### config.mk
export PLATFORM = sky130hd
export DESIGN_NAME = prog_loader
export DESIGN_NICKNAME = d
export VERILOG_FILES = /design/src/rtl/riscv_pkg.sv /design/src/rtl/word_assembler.sv /design/src/rtl/prog_loader.sv
export SDC_FILE = /design/constraint.sdc
export NUM_CORES = 1
export LEC_CHECK = 0
export ABC_AREA = 1
export BUFFER_PORTS_ARGS = -buffer_cell sky130_fd_sc_hd__buf_4
export CAP_MARGIN = 0
export CORE_MARGIN = 2
export CORE_UTILIZATION = 59
export DETAILED_ROUTE_END_ITERATION = 10
export MAX_ROUTING_LAYER = met4
export PLACE_DENSITY = 0.9
export RECOVER_POWER = 100
export SLEW_MARGIN = 20
export SYNTH_ARGS = -nofsm -noshare
export SYNTH_HDL_FRONTEND = slang
export SYNTH_SLANG_ARGS = --single-unit
export TNS_END_PERCENT = 10
### constraint.sdc
create_clock -name clk_100MHz -period 11.55 [get_ports clk_100MHz]
set_input_delay 1.7325 -clock clk_100MHz [delete_from_list [all_inputs] [get_ports clk_100MHz]]
set_output_delay 1.7325 -clock clk_100MHz [all_outputs]
set_load 0.02 [all_outputs]
### src/rtl/riscv_pkg.sv
// Shared core parameters and the boot loader's state encoding.
package riscv_pkg;
  localparam int IM_DEPTH = 64;
  localparam int SM_DEPTH = 64;
  localparam int RF_DEPTH = 32;
  localparam int LDR_BYTES_PER_WORD = 4;

  typedef enum logic [2:0] {
    IDLE, IM_CNT, IM_DATA, DM_CNT, DM_DATA, DONE, ERR
  } loader_state_e;
endpackage

### src/rtl/word_assembler.sv
// Packs a little-endian byte stream into 32-bit words; word_valid fires on the 4th byte.
module word_assembler
  import riscv_pkg::*;
(
  input  logic        clk,
  input  logic        rst,
  input  logic        clear,
  input  logic        byte_valid,
  input  logic [7:0]  byte_data,
  output logic [31:0] word,
  output logic        word_valid
);
  logic [1:0]  cnt;
  logic [23:0] sr;

  // The 4th byte is used straight off the bus so the word is ready on its own handshake edge.
  assign word_valid = byte_valid && (cnt == 2'(LDR_BYTES_PER_WORD - 1));
  assign word       = {byte_data, sr};

  always_ff @(posedge clk or posedge rst) begin
    if (rst) begin
      cnt <= '0;
      sr  <= '0;
    end else if (clear) begin
      cnt <= '0;
    end else if (byte_valid) begin
      cnt <= cnt + 2'd1;
      sr  <= {byte_data, sr[23:8]};
    end
  end
endmodule

### src/rtl/prog_loader.sv
// Boot-time loader: streams count-prefixed IM then DM images into the core and holds it in reset.
module prog_loader
  import riscv_pkg::*;
#(
  parameter  int IM_WORDS = IM_DEPTH,
  parameter  int SM_WORDS = SM_DEPTH,
  localparam int IM_AW    = $clog2(IM_WORDS << 2),
  localparam int SM_AW    = $clog2(SM_WORDS << 2)
) (
  input  logic             clk_100MHz,
  input  logic             reset,
  input  logic             start,
  input  logic [7:0]       rx_data,
  input  logic             rx_valid,
  output logic             rx_ready,
  output logic             Memory_Initialization,
  output logic [IM_AW-1:0] writeAddr_IM,
  output logic [31:0]      writeData_IM,
  output logic             writeEn_IM,
  output logic [SM_AW-1:0] writeAddr_SM_TB,
  output logic [31:0]      writeData_SM_TB,
  output logic             writeEn_SM_TB,
  output logic             core_reset,
  output logic             done,
  output logic             err
);
  loader_state_e state;
  logic [31:0]   n_words, word_idx, word;
  logic          acc, word_valid, can_start, last_word;

  assign rx_ready  = state inside {IM_CNT, IM_DATA, DM_CNT, DM_DATA};
  assign acc       = rx_valid && rx_ready;
  assign can_start = start && (state inside {IDLE, DONE, ERR});
  assign last_word = (word_idx == n_words - 32'd1);

  word_assembler u_asm (
    .clk        (clk_100MHz),
    .rst        (reset),
    .clear      (can_start),
    .byte_valid (acc),
    .byte_data  (rx_data),
    .word       (word),
    .word_valid (word_valid)
  );

  always_ff @(posedge clk_100MHz or posedge reset) begin
    if (reset) begin
      state                 <= IDLE;
      Memory_Initialization <= 1'b0;
      writeAddr_IM          <= '0;
      writeData_IM          <= '0;
      writeEn_IM            <= 1'b0;
      writeAddr_SM_TB       <= '0;
      writeData_SM_TB       <= '0;
      writeEn_SM_TB         <= 1'b0;
      core_reset            <= 1'b1;
      done                  <= 1'b0;
      err                   <= 1'b0;
      n_words               <= '0;
      word_idx              <= '0;
    end else begin
      writeEn_IM    <= 1'b0;
      writeEn_SM_TB <= 1'b0;
      case (state)
        IDLE, DONE, ERR: begin
          if (can_start) begin
            state                 <= IM_CNT;
            done                  <= 1'b0;
            err                   <= 1'b0;
            core_reset            <= 1'b1;
            Memory_Initialization <= 1'b1;
            word_idx              <= '0;
          end else if (state == DONE) begin
            // Entered from the last data write: release the core one cycle after that strobe.
            done                  <= 1'b1;
            core_reset            <= 1'b0;
            Memory_Initialization <= 1'b0;
          end
        end
        IM_CNT: if (word_valid) begin
          word_idx <= '0;
          n_words  <= word;
          if (word > 32'(IM_WORDS)) begin
            state                 <= ERR;
            err                   <= 1'b1;
            Memory_Initialization <= 1'b0;
          end else if (word == 32'd0) state <= DM_CNT;
          else state <= IM_DATA;
        end
        IM_DATA: if (word_valid) begin
          writeEn_IM   <= 1'b1;
          writeData_IM <= word;
          writeAddr_IM <= IM_AW'(word_idx << 2);
          word_idx     <= last_word ? 32'd0 : word_idx + 32'd1;
          if (last_word) state <= DM_CNT;
        end
        DM_CNT: if (word_valid) begin
          word_idx <= '0;
          n_words  <= word;
          if (word > 32'(SM_WORDS)) begin
            state                 <= ERR;
            err                   <= 1'b1;
            Memory_Initialization <= 1'b0;
          end else if (word == 32'd0) begin
            state                 <= DONE;
            done                  <= 1'b1;
            core_reset            <= 1'b0;
            Memory_Initialization <= 1'b0;
          end else state <= DM_DATA;
        end
        DM_DATA: if (word_valid) begin
          writeEn_SM_TB   <= 1'b1;
          writeData_SM_TB <= word;
          writeAddr_SM_TB <= SM_AW'(word_idx << 2);
          word_idx        <= last_word ? 32'd0 : word_idx + 32'd1;
          if (last_word) state <= DONE;
        end
        default: state <= IDLE;
      endcase
    end
  end
endmodule

==> metrics.cfg <==
[pwr]
power.leakage_nw=5.10
total_power_mw=3.03
ir_drop_uv=163
p_per_area_nw_per_um2=294

[grt]
grt_overflow_total=0
antenna_found_initial=0
grt_pass1_vias=7809
grt_max_degree=95
grt_usage_pct=32.2
grt_pass1_wl_mm=40.4

[logic_synthesis]
synth_ff_type=dfrtp_1
postSynthAreaPerCell_sq_um=7.74
synth-edff-count=0
ys_async_sr_fraction_pct=100
yosys_register_bits=175
synthCells=1197
yosysWarningCount=0
synth_cell_types=40
syn_area_sq_um=9270
yosysSeqAreaShare_pct=47.3

[cells_and_area]
stdcell_count=1491
fin_nets=1282
layout_common_cells=363 x nand2_1, 174 x dfrtp_1, 123 x inv_1
drive_above_1_share_pct=4.84
n_antenna_cell=0
final_common_cell=nand2_1
fin_util_pct=67.7
syn2layout_area_growth_pct=11.4
final_cell_area_sq_um=10300

[worst_setup_path]
reg2reg_to=word_idx[0]
reg2reg_depth=12
worstPathMaxFanout=94
ff2ff_setup_slack_ps=6900
crit_type=input pin to asynchronous set/reset pin
slowest_delay_ps=2240
cp.arrival_ps=5800
cp-start-kind=input pin
rr_startpoint=state[1]
crit_chain=clkbuf_4 > clkinvlp_2 > clkbuf_1 > buf_16
worstPathRequired_ps=12170
critPathLaunch=reset
cp_slowest_cell=clkinvlp_2
end_kind=asynchronous set/reset pin
crit_path_end=u_asm.sr[6]

[clock_tree]
cts-htree-levels=4
clock-sinks=175
cts_buffers=17
cts_setup_buffers=0
path_clk_slew_ps=70
clockBufferDepth=2
clk-insertion-delay-late_ps=450
hold_buffers=0
cts_resized=0
tritoncts=yes
root_buffer=clkbuf_16

[placed_design]
placed_area_sq_um=10100
hpwl_mm=17.2
place_inst=1458
gp_congestion=1.00
port_buffers=94

[routing]
wire_per_inst_um=16.7
via_per_inst=5.63
drt_first_iter_violations=735
finalWirelength_mm=24.9
first_pass_iters=5
vias=8391
post-route-drc-count=0
postRouteAntennaNets=0

[timing]
min_period_ps=5180
setup_violations=0
period_share_pct=44.9
rsz0062_at_grt=false
max-slew-margin-rel_pct=-167
fin_skew_ps=14.3
drv_slew=442
worstMarginPinSlew_ps=3990
finalHoldViolCount=0
max_clock_freq_ghz=0.193
tns_ps=0

[floorplanning]
dieHeight_um=129
io_pins=99
initial_core_util_pct=60.7
dieWidth_um=129
placeableCoreArea_sq_um=15300
rows=45
dieArea_sq_um=16700

[flow_run]
cap_violations=7

[outcome]
violations=capacitance limit, slew limit
run_status=finished with violations

[min_path]
min_path_type=flip-flop to flip-flop

report_power, final:
part           switching, mW  internal [mW]
Clock                  0.294          0.298
Sequential             0.152          0.775
Combinational           1.07          0.445
Yosys cell counts, types with 3 or more instances:
cell / count / area (sq um)
a21oi_1: 13 / 65.1
nor4_1: 10 / 62.6
nand3b_1: 4 / 30.0
dfrtp_1: 174 / 4350
buf_2: 11 / 55.1
ha_1: 3 / 37.5
o21ai_0: 105 / 526
o211ai_1: 4 / 30.0
xor2_1: 42 / 368
nand3_1: 41 / 205
buf_1: 6 / 22.5
nor2_1: 113 / 424
o21a_1: 38 / 285
nand4_1: 46 / 288
clkbuf_1: 25 / 93.8
nor2_2: 6 / 37.5
nor3_1: 15 / 75.1
nand2_1: 362 / 1360
buf_4: 7 / 52.6
xnor2_1: 21 / 184
inv_1: 125 / 469
worst min-delay path by stage:
stage | from | end | cells past startpoint
CTS | core_reset | core_reset | 2
floorplan | n_words[1] | n_words[1] | 2
global route | core_reset | core_reset | 2
finish | core_reset | core_reset | 2
global placement | core_reset | core_reset | 2
detailed placement | core_reset | core_reset | 2
through the flow:
stage                     hold WS, ps  setup slack (ps)
after floorplan                   453              5070
after global placement            454              8020
after detailed placement          455              7960
after CTS                         466              8250
after global routing              480              5480
final                             462              6370
final cells by class:
| cell class | instances | area [sq um] |
|---|---|---|
| repair buffers | 99 | 437 |
| clock inverters | 14 | 165 |
| inverters | 127 | 479 |
| well taps | 211 | 264 |
| multi-input cells | 847 | 4160 |
| fillers | 1219 | 4930 |
| clock buffers | 18 | 439 |
| flip-flops and latches | 175 | 4380 |
layer usage:
layer / track usage (%) / share of wire (%)
met1: 42.7 / 42
met2: 51.4 / 49
met3: 5.20 / 6.9
met4: 9.59 / 2.3
met5: - / 0
logic make-up (layout without fill, tap and decap cells):
logic type | count (synthesis) | count (layout) | share of synthesized area [%]
buffers and inverters | 178 | 258 | 7.80
and+or+nand+nor | 607 | 607 | 27.8
DFF | 175 | 175 | 47.3
adders and majority gates | 3 | 3 | 0.405
xor gates and xnor gates | 64 | 64 | 6.20
other | 1 | 4 | 0.0405
AOI/OAI and AO/OA | 169 | 169 | 10.5
registers in the layout, indices dropped and copies added (netlist names), 2 cells and up:
register	count
n_words	32
state	3
u_asm.cnt	2
u_asm.sr	24
word_idx	32
writeAddr_IM	6
writeAddr_SM_TB	6
writeData_IM	32
writeData_SM_TB	32
worst max-delay path: cells and delay by family:
kind / cells / cell delay, ps
buffers and inverters: 4 / 4000
Power figures use the tool's default switching activity.
